**config.mk**
```make
export PLATFORM = sky130hd
export DESIGN_NAME = loa_seq_adder
export DESIGN_NICKNAME = d
export VERILOG_FILES = /design/src/rtl/loa_pkg.sv /design/src/rtl/loa_chunk_adder.sv /design/src/rtl/loa_seq_adder.sv
export SDC_FILE = /design/constraint.sdc
export NUM_CORES = 1
export LEC_CHECK = 0
export CAP_MARGIN = 20
export CORE_MARGIN = 5
export CORE_UTILIZATION = 56
export CTS_CLUSTER_SIZE = 14
export DETAILED_ROUTE_END_ITERATION = 8
export PLACE_DENSITY = 0.85
export SYNTH_ARGS = -nofsm -noshare
export SYNTH_HDL_FRONTEND = slang
export SYNTH_HIERARCHICAL = 1
export SYNTH_SLANG_ARGS = --single-unit
export TNS_END_PERCENT = 30
```
**constraint.sdc**
```tcl
create_clock -name clk -period 11.1 [get_ports clk]
set_input_delay 2.775 -clock clk [delete_from_list [all_inputs] [get_ports clk]]
set_output_delay 2.775 -clock clk [all_outputs]
set_load 0.02 [all_outputs]
```
**src/rtl/loa_pkg.sv**
```systemverilog
// Shared definitions for the sequential LOA adder: FSM encoding, mode
// constants and the chunk-counter width helper.
package loa_pkg;

    typedef enum logic [1:0] {
        ST_IDLE = 2'd0,
        ST_RUN  = 2'd1,
        ST_DONE = 2'd2
    } state_e;

    localparam logic MODE_EXACT = 1'b0;
    localparam logic MODE_LOA   = 1'b1;

    // A single-chunk adder still needs a one-bit counter to stay well formed.
    function automatic int cnt_width(input int width, input int chunk);
        int n;
        n = width / chunk;
        return (n > 1) ? $clog2(n) : 1;
    endfunction

endpackage

```
**src/rtl/loa_chunk_adder.sv**
```systemverilog
// Combinational CHUNK-bit ripple segment; each bit is either a full adder or
// an LOA OR-bit, selected by the per-bit masks supplied by the caller.
module loa_chunk_adder #(
    parameter int CHUNK = 8
) (
    input  logic [CHUNK-1:0] a,
    input  logic [CHUNK-1:0] b,
    input  logic             cin,
    input  logic [CHUNK-1:0] approx_mask,
    input  logic [CHUNK-1:0] msb_mask,
    output logic [CHUNK-1:0] sum,
    output logic             cout
);

    logic carry;

    always_comb begin
        carry = cin;
        sum   = '0;
        for (int j = 0; j < CHUNK; j++) begin
            if (approx_mask[j]) begin
                // The top approximate bit feeds a&b into the exact part; lower ones kill the carry.
                sum[j] = a[j] | b[j];
                carry  = msb_mask[j] ? (a[j] & b[j]) : 1'b0;
            end else begin
                sum[j] = a[j] ^ b[j] ^ carry;
                carry  = (a[j] & b[j]) | (a[j] & carry) | (b[j] & carry);
            end
        end
        cout = carry;
    end

endmodule

```
**src/rtl/loa_seq_adder.sv**
```systemverilog
// Multi-cycle exact / lower-part-OR adder: one CHUNK-bit ripple segment per
// clock, carry held between segments, valid/ready on both sides.
module loa_seq_adder
    import loa_pkg::*;
#(
    parameter int WIDTH       = 32,
    parameter int CHUNK       = 8,
    parameter int APPROX_BITS = 12
) (
    input  logic             clk,
    input  logic             rst_n,
    input  logic             in_valid,
    output logic             in_ready,
    input  logic [WIDTH-1:0] a,
    input  logic [WIDTH-1:0] b,
    input  logic             cin,
    input  logic             approx_en,
    output logic             out_valid,
    input  logic             out_ready,
    output logic [WIDTH-1:0] sum,
    output logic             cout
);

    localparam int N  = WIDTH / CHUNK;
    localparam int CW = cnt_width(WIDTH, CHUNK);
    localparam logic [CW-1:0] LAST = CW'(N - 1);

    state_e           state, state_nxt;
    logic [WIDTH-1:0] a_r, b_r, sum_r;
    logic             mode_r, carry_r, cout_r;
    logic [CW-1:0]    cnt;
    logic             accept;

    logic [CHUNK-1:0] seg_a, seg_b, seg_sum, amask, mmask;
    logic             seg_cout;

    assign seg_a = a_r[cnt*CHUNK +: CHUNK];
    assign seg_b = b_r[cnt*CHUNK +: CHUNK];

    // Masks are per absolute bit index, so the approx/exact split may land mid-chunk.
    always_comb begin
        amask = '0;
        mmask = '0;
        for (int j = 0; j < CHUNK; j++) begin
            if (mode_r == MODE_LOA && (int'(cnt) * CHUNK + j) < APPROX_BITS)
                amask[j] = 1'b1;
            if (mode_r == MODE_LOA && (int'(cnt) * CHUNK + j) == APPROX_BITS - 1)
                mmask[j] = 1'b1;
        end
    end

    loa_chunk_adder #(
        .CHUNK(CHUNK)
    ) u_seg (
        .a          (seg_a),
        .b          (seg_b),
        .cin        (carry_r),
        .approx_mask(amask),
        .msb_mask   (mmask),
        .sum        (seg_sum),
        .cout       (seg_cout)
    );

    always_ff @(posedge clk or negedge rst_n) begin
        if (!rst_n) state <= ST_IDLE;
        else        state <= state_nxt;
    end

    always_comb begin
        state_nxt = state;
        in_ready  = 1'b0;
        out_valid = 1'b0;
        accept    = 1'b0;
        case (state)
            ST_IDLE: begin
                in_ready = 1'b1;
                if (in_valid) begin
                    accept    = 1'b1;
                    state_nxt = ST_RUN;
                end
            end
            ST_RUN: begin
                if (cnt == LAST) state_nxt = ST_DONE;
            end
            ST_DONE: begin
                out_valid = 1'b1;
                if (out_ready) state_nxt = ST_IDLE;
            end
            default: state_nxt = ST_IDLE;
        endcase
    end

    always_ff @(posedge clk or negedge rst_n) begin
        if (!rst_n) begin
            a_r     <= '0;
            b_r     <= '0;
            sum_r   <= '0;
            mode_r  <= MODE_EXACT;
            carry_r <= 1'b0;
            cout_r  <= 1'b0;
            cnt     <= '0;
        end else if (accept) begin
            a_r     <= a;
            b_r     <= b;
            mode_r  <= approx_en;
            carry_r <= cin;
            cnt     <= '0;
        end else if (state == ST_RUN) begin
            sum_r[cnt*CHUNK +: CHUNK] <= seg_sum;
            carry_r                   <= seg_cout;
            cnt                       <= cnt + 1'b1;
            if (cnt == LAST) cout_r <= seg_cout;
        end
    end

    assign sum  = sum_r;
    assign cout = cout_r;

endmodule

```
==> impl_metrics.yaml, run 1 <==
outcome:
  status: "finished clean"
power_and_ir_drop:
  clkPwrFrac: 0.110
  p_sw_frac: 0.443
  comb_power_share: 0.589
  power_frac_seq: 0.301
  ir_drop_uv: 162
  powerDensity_nw_per_um2: 329
  leakagePower_uw: 0.00283
  power_switching_uw: 975
  internal-power_uw: 1230
worst_setup_path:
  r2r_start: "cnt[1]"
  worst_ep_arrival_time_ns: 6.53
  crit_fanout: 14
  crit_start: "cnt[1]"
  r2r_slack_ns: 4.84
  cp.required_ns: 11.37
  critPathLaunchType: "flip-flop"
  r2r-end: "sum[7]"
  timing.critical_path.to: "sum[7]"
  worstSetupPathType: "flip-flop to flip-flop"
  reg2regPathDepth: 27
  cp-end-kind: "flip-flop"
hold_path:
  hold_class: "flip-flop to flip-flop"
floorplanning:
  ios: 105
  start_util: 0.578
  rows: 35
  fp.dieH_um: 108
  die_area_um2: 11600
  die_x_um: 108
  core_um2: 9280
clocking:
  clock_sinks: 103
  ctsHtreeMaxLevel: 3
  numCtsBuffers: 9
  cts_tree: "yes"
  cts_buffer_depth: 2
  clock_latency_ns: 0.37
  cts_setup_buffers: 0
  cts_resized: 0
  root_buffer: "clkbuf_8"
  hold_buffers: 0
  clkSlewWorstSetupHoldPaths_ns: 0.10
placed_design:
  gp_congestion: 0.849
  place_ws_ns: 4.87
  port-buffer-count: 104
  dp_hpwl_um: 8690
timing:
  setup_viol: 0
  fin_crit_sh: 0.564
  fin_setup_tns_ns: 0
  fmax_ghz: 0.160
  setup_ws_ns: 4.84
  slew_headroom: 0.385
  tightest_slew_ns: 0.920
  fin_skew_ns: 0.0150
  report.final.slew_viol_count: 0
  rsz0062_at_grt: "no"
  finalWorstPathRequiredPeriod_ns: 6.26
  hold_violations: 0
routing:
  vias: 3510
  routedWlPerCell_um: 17.9
  drt_iter0_drc: 114
  final_antenna_net_count: 0
  route.detailed.drc: 0
  via_per_inst: 5.39
  drtPass1Iterations: 4
  wirelength_um: 11700
global_route:
  grt_pass1_vias: 3897
  grt_max_degree: 66
  track_usage: 0.217
  grt_pass1_wl_um: 19500
  antenna_found_initial: 0
  grt-ovfl-total: 0
synth:
  ys_ff_latch: 103
  syn_inst: 420
  synth_area_um2: 5370
  yosysSeqAreaShare: 0.480
  synth.distinct_cells: 37
  syn_area_per_cell_um2: 12.8
  ys_warn_count: 6
job:
  maxCapViolations: 0
finish:
  multi_input_area_um2: 2420
  nFillCells: 682
  layout.nets: 617
  syn_to_final_growth_pct: 24.6
  n_antenna_cell: 0
  regArea_um2: 2580
  drive_above_1_share: 0.215
-- worst min-delay path by stage --
| stage | startpoint | to | slack [ns] | cells past startpoint |
|---|---|---|---|---|
| 6_report | b_r[9] | b_r[9] | 0.51 | 1 |
| 2_1_floorplan | b_r[10] | b_r[10] | 0.47 | 1 |
| 3_5_place_dp | b_r[9] | b_r[9] | 0.49 | 1 |
| 5_1_grt | a_r[24] | a_r[24] | 0.53 | 1 |
| 3_3_place_gp | b_r[27] | b_r[27] | 0.48 | 1 |
| 4_1_cts | b_r[9] | b_r[9] | 0.51 | 1 |
-- Yosys cell counts --
cell type    n  share of area
fa_1         8          0.030
nor2_1       1        0.00070
nand2_1     32          0.022
o21ba_2      1         0.0019
o32ai_4      1         0.0051
nor3b_1      1         0.0014
buf_1        2         0.0014
ha_1        22          0.051
or4b_4       1         0.0026
and2_1       2         0.0023
o21bai_1     1         0.0014
mux2_2      66           0.14
a31oi_1      1         0.0012
o22ai_1      1         0.0012
mux2i_1      9          0.017
conb_1       1        0.00070
inv_1       64          0.045
mux4_2      10          0.042
o221a_2      1         0.0021
or4b_1       1         0.0019
buf_4        4         0.0056
dfrtp_1    103           0.48
clkbuf_1    10         0.0070
or4b_2       1         0.0019
and3b_1      4         0.0065
buf_6        2         0.0042
o32ai_1     23          0.038
o32ai_2      8          0.024
nand3_1      7         0.0065
nor2b_1      2         0.0023
nand2b_1     2         0.0023
or4bb_1      1         0.0021
or3b_2       1         0.0016
buf_2       11          0.010
mux4_1       6          0.029
o21ai_0      8         0.0075
nand3b_1     1         0.0014
-- stage by stage --
step                      hold slack, ns  total power, uW  cells   util  area (um2)
after floorplan                    0.472             1550    426      -        5390
after global placement             0.482             1900    635  0.698        6480
after detailed placement           0.489             1960    635  0.698        6480
after CTS                          0.511             2210    651  0.720        6680
after global routing               0.528             2380    651  0.720        6680
final                              0.509             2200    651  0.720        6680
-- critical path, stage by stage (launching register included) --
cell and delay (ns):
dfrtp_1 0.52, buf_4 0.29, mux4_2 0.35, inv_1 0.13, fa_1 0.19, o21ai_0 0.12, fa_1 0.42, inv_1 0.07
o21ai_0 0.10, fa_1 0.42, inv_1 0.06, o21ai_0 0.08, fa_1 0.41, inv_1 0.06, o21ai_0 0.09, fa_1 0.41
inv_1 0.05, o21ai_0 0.09, fa_1 0.40, inv_1 0.06, o21ai_0 0.08, fa_1 0.37, nor2b_1 0.13, a31oi_1 0.19
fa_1 0.43, mux2i_1 0.32, nand2_1 0.09, o32ai_1 0.22
-- cell type report --
| class | instances | area share |
|---|---|---|
| Clock inverter | 5 | 0.00955 |
| Clock buffer | 11 | 0.0212 |
| Inverter | 64 | 0.0359 |
| Tap cell | 129 | 0.0241 |
| Multi-Input combinational cell | 230 | 0.363 |
| Timing Repair Buffer | 109 | 0.161 |
| Sequential cell | 103 | 0.386 |
-- state kept, by name, indices dropped and copies added (netlist names) --
| register | cells |
|---|---|
| a_r | 32 |
| b_r | 32 |
| sum | 32 |
| cnt | 2 |
| state | 2 |
| carry_r | 1 |
| cout | 1 |
| mode_r | 1 |
-- cell families after synthesis --
group                      count (synthesis)  synth area share
DFF                                      103             0.480
muxes                                     91             0.227
adders and majority gates                 30            0.0811
and+or+nand+nor                           57            0.0560
other                                      1          0.000699
buffers and inverters                     93            0.0732
AOI/OAI and AO/OA                         45            0.0821
-- power by group through the flow --
stage	logic, uW	registers, uW	clock network (uW)
6_report	1300	663	243
5_1_grt	1430	687	265
4_1_cts	1300	665	249
3_5_place_dp	1290	672	0
3_3_place_gp	1240	661	0
2_1_floorplan	863	687	0
-- layout by cell type (no fill, tap or decap), drive strengths merged, types with 3 or more instances in the layout --
cell / n
nand2: 32
and3b: 4
ha: 22
clkdlybuf4s50: 103
dfrtp: 103
mux2: 66
buf: 6
nand3: 7
mux2i: 9
conb: 7
o21ai: 8
clkbuf: 11
inv: 66
o32ai: 32
mux4: 16
or4b: 3
fa: 8
-- per-layer routing --
layer	up-vias	GRT usage	share of wire
met2	101	0.378	0.53
met1	1758	0.273	0.41
li1	1639	-	-
met3	12	0.0498	0.055
met4	0	0.0586	0.010
met5	-	0	0
(Power assumes the default switching activity.)
==> run 2: changes to the inputs <==
CORE_UTILIZATION = 47   (was 56)
PLACE_DENSITY = 0.76   (was 0.85)
clock period = 5.1 ns   (was 11.1 ns; I/O delays follow)
==> run 2 against run 1 <==
Against the previous run:
- critical endpoint is now sum[15]
- the run now ends with negative setup slack left
- non-clock buffer count up 12
- clock power rose to 2.9 times the previous value
- highest routed layer unchanged
- register-to-register slack worse by 5.1 ns
- hold slack worse by 0.0069 ns
- count of clock-buffer cells in the layout down 1
- combinational power up 140%
==> impl_metrics.yaml, run 2 (synthesis results as in run 1) <==
job:
  maxCapViolations: 0
finish:
  drive_above_1_share: 0.279
  layout.nets: 629
  n_antenna_cell: 0
  utilization: 0.616
  syn_to_final_growth_pct: 30.0
  mostFrequentLayoutCell: "clkdlybuf4s50_1"
  nFillCells: 895
  design_area_um2: 6970
  final_cell_mix: "103 x clkdlybuf4s50_1, 102 x dfrtp_1, 66 x mux2_2"
  final_cells: 677
clocking:
  cts_buffer_depth: 2
  numCtsBuffers: 9
  hold_buffers: 0
  clkSlewWorstSetupHoldPaths_ns: 0.07
  clock_latency_ns: 0.34
  ctsHtreeMaxLevel: 3
  cts_tree: "yes"
  clock_sinks: 103
  root_buffer: "clkbuf_16"
timing:
  finalWorstPathRequiredPeriod_ns: 5.33
  setup_ws_ns: -0.227
  rsz0062_at_grt: "yes"
  fmax_ghz: 0.188
  tightest_slew_ns: 0.791
  hold_violations: 0
  slew_headroom: 0.473
  fin_skew_ns: 0.00726
  fin_crit_sh: 1.04
  report.final.slew_viol_count: 0
  setup_viol: 4
  hold_slack_ns: 0.502
floorplanning:
  die_area_um2: 13700
  rows: 39
  core_um2: 11300
  die_x_um: 117
  fp.dieH_um: 117
  ios: 105
  start_util: 0.474
placed_design:
  place_ws_ns: -0.327
  dp_hpwl_um: 9000
  port-buffer-count: 104
  dpl-instance-area_um2: 6600
  gp_congestion: 0.810
  placedCellCount: 659
worst_setup_path:
  cpPeakStageDelay_ns: 0.53
  crit_slowest_cell: "mux4_2"
  r2r_start: "cnt[0]"
  crit_fanout: 4
  cp-end-kind: "flip-flop"
  critPathLaunchType: "flip-flop"
  crit_start: "cnt[0]"
  worstSetupPathType: "flip-flop to flip-flop"
  worst_ep_arrival_time_ns: 5.57
  r2r_slack_ns: -0.23
  reg2regPathDepth: 26
  path_common_cell: "fa_2"
  cp.required_ns: 5.34
  r2r-end: "sum[15]"
routing:
  drt_iter0_drc: 265
  final_antenna_net_count: 0
  routedWlPerCell_um: 18.0
  drtPass1Iterations: 4
  route.detailed.drc: 0
  via_per_inst: 5.33
  vias: 3607
  wirelength_um: 12200
power_and_ir_drop:
  ir_drop_uv: 409
  leakagePower_uw: 0.00295
  power_switching_uw: 2280
  power_frac_seq: 0.271
  internal-power_uw: 3020
  p_sw_frac: 0.430
  comb_power_share: 0.594
  powerDensity_nw_per_um2: 759
  clkPwrFrac: 0.135
global_route:
  grt-ovfl-total: 0
  antenna_found_initial: 0
  grt_max_degree: 64
  track_usage: 0.191
  grt_pass1_wl_um: 20000
  grt_pass1_vias: 3967
hold_path:
  hold_end: "b_r[4]"
  min_from: "b_r[4]"
  hold_class: "flip-flop to flip-flop"
  hold_depth: 1
outcome:
  violations: "negative setup slack"
  status: "finished with violations"
run 2: final cells by class:
type	count	area (um2)	share of cell area
clock buffer	10	239	0.0343
sequential	103	2580	0.370
inverter	64	240	0.0344
multi-input combinational	230	2480	0.356
clock inverter	6	76.3	0.0109
tap	143	179	0.0257
timing repair buffer	121	1180	0.169
run 2: repair_timing:
action | CTS | global route
setup buffers | 2 | 0
resized for setup | 3 | 12
hold endpoints to repair | 0 | 0
pin swaps | 1 | 1
setup endpoints to repair | 4 | 9
run 2: worst max-delay path by stage:
| stage | to | slack (ns) | depth (start not counted) |
|---|---|---|---|
| finish | sum[15] | -0.23 | 26 |
| global route | sum[15] | -0.42 | 26 |
| CTS | sum[15] | -0.29 | 26 |
| detailed placement | sum[15] | -0.33 | 26 |
| global placement | sum[15] | -0.17 | 26 |
| floorplan | sum[15] | -0.42 | 28 |
run 2: stage by stage:
stage	TNS, ns	power [uW]
2_1_floorplan	-1.74	3440
3_3_place_gp	-0.663	4350
3_5_place_dp	-1.13	4470
4_1_cts	-1.06	5250
5_1_grt	-1.53	5690
6_report	-0.770	5290
run 2: critical path: cells and delay by family (launching register included):
kind	cells	cell delay (ns)
multiplexers	2	0.78
buffers and inverters	6	0.39
flip-flops	1	0.41
adder cells (fa/ha/maj)	8	2.66
AND/OR/NAND/NOR	2	0.25
AO/OA/AOI/OAI	8	0.74
run 2: power groups by stage:
stage	combinational, uW	sequential [uW]	clock, uW
2_1_floorplan	1950	1490	0
3_3_place_gp	2920	1420	0
3_5_place_dp	3020	1450	0
4_1_cts	3080	1440	730
5_1_grt	3440	1480	759
6_report	3140	1430	716
run 2: metal layers:
layer,vias up,GRT usage,routed length (um)
met5,-,0,0
met4,0,0.0535,201
met3,16,0.0468,754
met2,107,0.338,6370
met1,1818,0.233,4890
li1,1666,-,-
